$ cat config.mk
export PLATFORM = sky130hd
export DESIGN_NAME = sseg_scan_ctrl_flat
export DESIGN_NICKNAME = d
export VERILOG_FILES = /design/src/rtl/sseg_scan_ctrl_if.sv /design/src/rtl/sseg_scan_ctrl.sv /design/src/flat_wrapper.sv
export SDC_FILE = /design/constraint.sdc
export NUM_CORES = 1
export LEC_CHECK = 0
export ABC_AREA = 1
export CAP_MARGIN = 20
export CORE_MARGIN = 2
export CORE_UTILIZATION = 57
export CTS_CLUSTER_DIAMETER = 30
export DETAILED_ROUTE_END_ITERATION = 12
export PLACE_DENSITY = 0.88
export SLEW_MARGIN = 25
export SYNTH_ARGS = -nofsm -noshare
export SYNTH_HDL_FRONTEND = slang
export SYNTH_SLANG_ARGS = --single-unit
$ cat constraint.sdc
create_clock -name clk -period 4.15 [get_ports clk]
set_input_delay 0.415 -clock clk [delete_from_list [all_inputs] [get_ports clk]]
set_output_delay 0.415 -clock clk [all_outputs]
set_load 0.01 [all_outputs]
$ cat src/rtl/sseg_scan_ctrl_if.sv
// -----------------------------------------------------------------------------
// sseg_scan_ctrl_if
// Purpose : value-update handshake between a number producer (score/counter
//           logic) and the seven-segment scan controller.
// Signals :
//   num_in    [13:0]  requested display value, binary (producer -> controller)
//   num_valid         num_in is valid                  (producer -> controller)
//   num_ready         controller can accept a value    (controller -> producer)
// Modports: master = producer side, slave = controller side.
// -----------------------------------------------------------------------------
interface sseg_scan_ctrl_if;
  logic [13:0] num_in;
  logic        num_valid;
  logic        num_ready;

  modport master (output num_in, output num_valid, input num_ready);
  modport slave  (input num_in, input num_valid, output num_ready);
endinterface

$ cat src/rtl/sseg_scan_ctrl.sv
// -----------------------------------------------------------------------------
// sseg_scan_ctrl
// Purpose : scan sequencer for a 4-digit seven-segment decoder. Steps the digit
//           select on a fixed refresh schedule and presents the displayed
//           number. New values arrive over a valid/ready handshake and are
//           committed only at frame boundaries, so one scan never mixes digits
//           of two different values.
// Parameters:
//   CLK_HZ    input clock frequency in Hz
//   DIGIT_HZ  per-digit refresh rate in Hz; DIV = CLK_HZ/DIGIT_HZ >= 2
// Ports:
//   clk         system clock
//   rst_n       asynchronous active-low reset
//   en          scan enable; low freezes the tick counter and dig_sel
//   num_bus     slave side of the value handshake (num_in/num_valid/num_ready)
//   num         committed value to the decoder, 0..9999
//   dig_sel     digit currently scanned
//   frame_done  one-cycle pulse after the end of each 4-digit frame
//   sat         committed value was clamped to 9999
//   dig_blank   current digit is a blanked leading zero
// Optional feature:
//   SSEG_SCAN_BLANK_EN  when defined, leading-zero blanking drives dig_blank;
//                       otherwise dig_blank is tied low.
// -----------------------------------------------------------------------------
module sseg_scan_ctrl #(
  parameter int CLK_HZ   = 50000000,
  parameter int DIGIT_HZ = 1000
) (
  input  logic                    clk,
  input  logic                    rst_n,
  input  logic                    en,
  sseg_scan_ctrl_if.slave         num_bus,
  output logic [13:0]             num,
  output logic [1:0]              dig_sel,
  output logic                    frame_done,
  output logic                    sat,
  output logic                    dig_blank
);

  localparam int DIV = CLK_HZ / DIGIT_HZ;
  localparam int TW  = (DIV > 1) ? $clog2(DIV) : 1;

  generate
    if (DIV < 2) begin : g_div_check
      $error("sseg_scan_ctrl: CLK_HZ/DIGIT_HZ must be at least 2");
    end
  endgenerate

  typedef enum logic {IDLE, PEND} state_t;

  state_t        state_q, state_d;
  logic [TW-1:0] tick_q, tick_d;
  logic [1:0]    dig_sel_q, dig_sel_d;
  logic [13:0]   num_q, num_d;
  logic [13:0]   pending_q, pending_d;
  logic          pending_sat_q, pending_sat_d;
  logic          sat_q, sat_d;
  logic          num_ready_q, num_ready_d;
  logic          frame_done_q, frame_done_d;
  logic          tick_last;
  logic          frame_end;

  // Refresh timebase: tick walks 0..DIV-1, each wrap advances the digit.
  always_comb begin
    tick_d    = tick_q;
    dig_sel_d = dig_sel_q;
    tick_last = (tick_q == TW'(DIV - 1));
    if (en) begin
      if (tick_last) begin
        tick_d    = '0;
        dig_sel_d = dig_sel_q + 2'd1;
      end else begin
        tick_d    = tick_q + TW'(1);
      end
    end
  end

  assign frame_end    = en && tick_last && (dig_sel_q == 2'd3);
  assign frame_done_d = frame_end;

  // Handshake FSM. A value captured on a frame-end cycle moves to PEND on that
  // edge, so it can only be committed by the following frame end.
  always_comb begin
    state_d       = state_q;
    pending_d     = pending_q;
    pending_sat_d = pending_sat_q;
    num_d         = num_q;
    sat_d         = sat_q;
    case (state_q)
      IDLE: begin
        if (num_bus.num_valid) begin
          if (num_bus.num_in > 14'd9999) begin
            pending_d     = 14'd9999;
            pending_sat_d = 1'b1;
          end else begin
            pending_d     = num_bus.num_in;
            pending_sat_d = 1'b0;
          end
          state_d = PEND;
        end
      end
      PEND: begin
        if (frame_end) begin
          num_d   = pending_q;
          sat_d   = pending_sat_q;
          state_d = IDLE;
        end
      end
      default: state_d = IDLE;
    endcase
    // Registered decode of the next state keeps num_valid off the ready path.
    num_ready_d = (state_d == IDLE);
  end

  always_ff @(posedge clk or negedge rst_n) begin
    if (!rst_n) begin
      state_q       <= IDLE;
      tick_q        <= '0;
      dig_sel_q     <= 2'd0;
      num_q         <= 14'd0;
      pending_q     <= 14'd0;
      pending_sat_q <= 1'b0;
      sat_q         <= 1'b0;
      num_ready_q   <= 1'b1;
      frame_done_q  <= 1'b0;
    end else begin
      state_q       <= state_d;
      tick_q        <= tick_d;
      dig_sel_q     <= dig_sel_d;
      num_q         <= num_d;
      pending_q     <= pending_d;
      pending_sat_q <= pending_sat_d;
      sat_q         <= sat_d;
      num_ready_q   <= num_ready_d;
      frame_done_q  <= frame_done_d;
    end
  end

`ifdef SSEG_SCAN_BLANK_EN
  logic dig_blank_q, dig_blank_d;

  // Evaluated on next-cycle values so the flag lines up with dig_sel and num.
  // Since num never exceeds 9999, "all digits at or above position k are zero"
  // reduces to num < 10**k.
  always_comb begin
    dig_blank_d = 1'b0;
    case (dig_sel_d)
      2'd1:    dig_blank_d = (num_d < 14'd10);
      2'd2:    dig_blank_d = (num_d < 14'd100);
      2'd3:    dig_blank_d = (num_d < 14'd1000);
      default: dig_blank_d = 1'b0;
    endcase
  end

  always_ff @(posedge clk or negedge rst_n) begin
    if (!rst_n) begin
      dig_blank_q <= 1'b0;
    end else begin
      dig_blank_q <= dig_blank_d;
    end
  end

  assign dig_blank = dig_blank_q;
`else
  assign dig_blank = 1'b0;
`endif

  assign num               = num_q;
  assign dig_sel           = dig_sel_q;
  assign sat               = sat_q;
  assign frame_done        = frame_done_q;
  assign num_bus.num_ready = num_ready_q;

endmodule

$ cat src/flat_wrapper.sv
// flat-port wrapper written by rule: the top's interface ports become plain ports
module sseg_scan_ctrl_flat 
#(
  parameter int CLK_HZ   = 50000000,
  parameter int DIGIT_HZ = 1000
)
  (clk, rst_n, en, num, dig_sel, frame_done, sat, dig_blank, num_bus_num_in, num_bus_num_valid, num_bus_num_ready);
  sseg_scan_ctrl_if num_bus_i ();
  input  logic clk;
  input  logic rst_n;
  input  logic en;
  output logic [13:0] num;
  output logic [1:0] dig_sel;
  output logic frame_done;
  output logic sat;
  output logic dig_blank;
  input wire logic [$bits(num_bus_i.num_in)-1:0] num_bus_num_in;
  input wire logic [$bits(num_bus_i.num_valid)-1:0] num_bus_num_valid;
  output wire logic [$bits(num_bus_i.num_ready)-1:0] num_bus_num_ready;
  assign num_bus_i.num_in = num_bus_num_in;
  assign num_bus_i.num_valid = num_bus_num_valid;
  assign num_bus_num_ready = num_bus_i.num_ready;
  sseg_scan_ctrl #(.CLK_HZ(CLK_HZ), .DIGIT_HZ(DIGIT_HZ)) u_core (.clk(clk), .rst_n(rst_n), .en(en), .num_bus(num_bus_i), .num(num), .dig_sel(dig_sel), .frame_done(frame_done), .sat(sat), .dig_blank(dig_blank));
endmodule
Word level (Yosys, flattened, before mapping)
Index checks and enable logic that the tools add are counted.
Word-level totals
  output and inout port bits: 20
  input port bits: 18
  bits in registers: 51
Cells by class
  reduce and logical (&&, ||, !) cells: 5
  muxes and demuxes: 6
  order comparisons: 1
  eq/ne operators: 2
  bitwise operators: 2
  add/sub/neg operators: 2
Operators by type and width (count)
  $add 16x1->16 const B: 1
  $eq 16x16->1 const B: 1
  $mux 16: 1
  $gt 14x14->1 const B: 1
  $mux 14: 1
  $reduce_and 2->1: 3
  $mux 1: 3
  $add 2x1->2 const B: 1
  $eq 2x2->1 const B: 1
  $logic_and 1x1->1: 2
  $not 1->1: 2
  $pmux 1 s2: 1

Logic depth before layout (Yosys ltp)
  depth after elaboration: 6
  depth in mapped cells: 9
  depth with buffers taken out: 9

Worst setup path before layout
OpenSTA, ideal clock, no wires.
  kind: reg2reg
  start: register u_core.tick_q[0]
  end: register u_core.num_q[0], in the netlist u_core.num[0]
  cell stages (with the launch flop): 10
  setup time: 0.117 ns
  slack: 2.680 ns
  data arrival time: 1.353 ns
  required time: 4.033 ns
  path through: dfrtp_1 > ha_1 > nand2_1 > nor2_2 > nand3_1 > nor2_2 > nand4_2 > buf_6 > nand2_1 > nand2_1
Between the ends
  word-level cells in the longest chain between the ends: 4
Ends and longest elaborated chain
  from (decl): RTL line sseg_scan_ctrl.sv:52  | logic [TW-1:0] tick_q, tick_d;
  from (signal assigned): RTL line sseg_scan_ctrl.sv:128  | tick_q <= tick_d;
  $eq 16x16->1: RTL line sseg_scan_ctrl.sv:67  | tick_last = (tick_q == TW'(DIV - 1));
  $logic_and 1x1->1 (2 in a row): RTL line sseg_scan_ctrl.sv:78  | assign frame_end = en && tick_last && (dig_sel_q == 2'd3);
  $reduce_and 2->1 (no line)
  to (signal assigned): RTL line sseg_scan_ctrl.sv:130  | num_q <= num_d;
  to (decl): RTL line sseg_scan_ctrl.sv:54  | logic [13:0] num_q, num_d;
No other way between the ends.
A chain may end at the register's enable or synchronous reset.

Final worst setup path
  start: register u_core.state_q
  end: register u_core.pending_q[3]
Between the ends
  word-level cells in the longest chain between the ends: 2
Ends and longest elaborated chain
  from (decl): RTL line sseg_scan_ctrl.sv:51  | state_t state_q, state_d;
  from (signal assigned): RTL line sseg_scan_ctrl.sv:127  | state_q <= state_d;
  $not 1->1
  $reduce_and 2->1 (no line)
  to (signal assigned): RTL line sseg_scan_ctrl.sv:131  | pending_q <= pending_d;
  to (decl): RTL line sseg_scan_ctrl.sv:55  | logic [13:0] pending_q, pending_d;
No other way between the ends.

==> metrics.txt <==
yosys warns=0; WL/cell=12.2 um; fillers=305; Final Hold Vio Count=0; Reg clk slew, reported paths=0.08 ns; core box area=4060 sq um; CTS root buf=clkbuf_8; post-synthesis sequential area ratio=0.524; vias in the first global route=about 2000; 1st-pass router iterations=5; nets=351; residual DRC count=0; num rows=23; Req. time, crit path=4.32 ns; Area growth, synth to finish=19.0%; Starting Density=0.601; clk sink count=51; Mapped Cells=295; CP Data Arrival Time=2.26 ns; Pins Over Slew Limit=0; final hold slack=around 0.21 ns; final non-filler cell total=382; Distinct cells, synth=30; crit end category=register; Critical Path Start Type=register; first-pass GRT wire length=between 8 and 9 mm; total gr overflow=0; minimum clock period=approximately 2.1 ns; Die ar.=4820 sq um; Post-Syn Nets=315; I/O Buffers=36; Fmax achieved=about 0.48 GHz; pwr dens=391 nW/um^2; CTS buffer count=5; Worst-Margin Slew=0.638 ns; Fin Clk Skew=0.00553 ns; setup TNS=0 ns; outcome=finished clean; final wirelength=4.64 mm; CTS tree=done; post-detail-place hpwl=3.37 mm; Die Span Y=69.4 um; Post-Synthesis Cell Area=2440 sq um; DP Cell Count=approximately 370; Mean Syn Cell Area=8.27 sq um; unrepaired setup endpoints after global routing=false; worst skew pair latency=0.30 ns; Post-CTS Setup Bufs=0; period utilization=0.506; critical path class=register to register; chip width=69.4 um; min-delay worst type=input pin to asynchronous set/reset pin; # setup viols final=0; routability cong.=slightly below 0.9; Max rail drop VDD=0.234 mV; number of vias per cell=between 5 and 6; synthesis-stage register bit count=51; critical path fanouts, max=18; Vias=around 2000; Max clock buf depth=2; drt initial violations=between 100 and 150; total power=0.00114 W; layout cell share with drive strength beyond 1=0.0723; Tot GR Track Use=0.211; antenna violations before repair=0; # hold bufs at CTS=0; largest net degree at the start of global routing=52; relative slew slack=0.575; ANT cells=0; number of H-tree levels=2; Leak=1.55 nW; Ports=38; Util after Layout=0.715; Antenna Nets Post-Route=0; # Max-Cap Violations=0; post-cts resize count=0
sequential cells by signal, indices dropped and copies added, names as in the netlist:
| signal | flops |
|---|---|
| u_core.dig_sel | 2 |
| u_core.frame_done | 1 |
| u_core.num | 14 |
| u_core.num_bus.num_ready | 1 |
| u_core.pending_q | 14 |
| u_core.pending_sat_q | 1 |
| u_core.sat | 1 |
| u_core.state_q | 1 |
| u_core.tick_q | 16 |
layout by cell type, fill, tap and decap left out:
master / n
nand3_1: 22
nor3_1: 5
inv_1: 38
conb_1: 1
a21oi_1: 12
clkdlybuf4s50_1: 35
nand2_2: 3
dfrtp_1: 50
or2_1: 1
nor2_2: 6
nand2_1: 86
nor2_8: 1
a22o_1: 2
bufinv_16: 1
nand3_4: 1
buf_2: 1
xor2_1: 6
inv_2: 2
o21ai_0: 6
nand4_2: 1
xnor2_1: 1
nor2_1: 33
nand3b_1: 3
nor2_4: 1
nand4_1: 2
clkbuf_8: 5
dfstp_2: 1
clkbuf_1: 2
ha_1: 2
buf_4: 1
clkinv_1: 1
cells in the mapped netlist (all sizes together):
master  count  share of area
nor2       41          0.079
clkbuf      1         0.0015
xnor2       1         0.0036
buf         7          0.027
nand4       3          0.010
dfrtp      50           0.51
dfstp       1          0.011
a21oi      12          0.025
nand2      89           0.14
nand3      23          0.052
or2         1         0.0026
nor3        5          0.010
conb        1         0.0015
xor2        6          0.022
inv        40          0.062
ha          2          0.010
o21ai       6          0.012
clkinv      1         0.0015
nand3b      3         0.0092
a22o        2         0.0072
path summary, 6_finish.rpt:
| check | start | end | slack, ns | depth (start not counted) |
|---|---|---|---|---|
| setup / recovery | u_core.state_q | u_core.pending_q[3] | 2.05 | 5 |
| hold / removal | rst_n | u_core.tick_q[0] | 0.21 | 2 |
| setup reg to reg | u_core.state_q | u_core.pending_q[3] | 2.05 | 5 |
| hold reg to reg | u_core.num[6] | u_core.num[6] | 0.47 | 2 |
| max in group asynchronous | rst_n | u_core.tick_q[11] | 3.53 | 2 |
| min in group clk | u_core.num[6] | u_core.num[6] | 0.47 | 2 |
cell type report:
cell class              count  area [sq um]  share of cell area
multi-input cells         195           938               0.323
well taps                  50          62.6              0.0216
clock buffers               7          76.3              0.0263
repair buffers             37           363               0.125
flip-flops and latches     51          1280               0.440
inverters                  41           154              0.0530
clock inverters             1          30.0              0.0103
worst max-delay path, cell delays in order (launching register included):
cell,delay (ns)
dfrtp_1,0.63
nor2_2,0.47
inv_2,0.15
or2_1,0.25
nand2_1,0.33
a21oi_1,0.13
per-layer routing:
layer | wire length [um] | vias up | global-route usage
li1 | - | 977 | -
met1 | 2010 | 950 | 0.237
met2 | 2370 | 42 | 0.362
met3 | 168 | 10 | 0.0523
met4 | 95 | 0 | 0.120
met5 | 0 | - | 0
stage by stage:
step | instance area, sq um | setup WS (ns)
floorplan | 2440 | 2.68
global placement | 2800 | 1.96
detailed placement | 2800 | 1.91
CTS | 2900 | 2.06
global route | 2900 | 1.86
finish | 2900 | 2.05
report_power, final:
part | leakage [nW] | internal (W) | switching, W | total (W)
Sequential | 0.639 | 0.000547 | 0.0000628 | 0.000610
Combinational | 0.854 | 0.0000789 | 0.000118 | 0.000197
Clock | 0.0524 | 0.000180 | 0.000149 | 0.000329
Total | 1.55 | 0.000806 | 0.000329 | 0.00114
cells by family (layout without fill, tap and decap cells):
kind of cell,count (synthesis),count (layout),synth area share
other,1,1,0.00154
flip-flops,51,51,0.524
AND/OR/NAND/NOR,165,165,0.304
adder cells (fa/ha/maj),2,2,0.0103
XOR/XNOR,7,7,0.0251
AO/OA/AOI/OAI,20,20,0.0441
buffers and inverters,49,86,0.0913
Note: power is estimated with default switching activity, not from simulation.
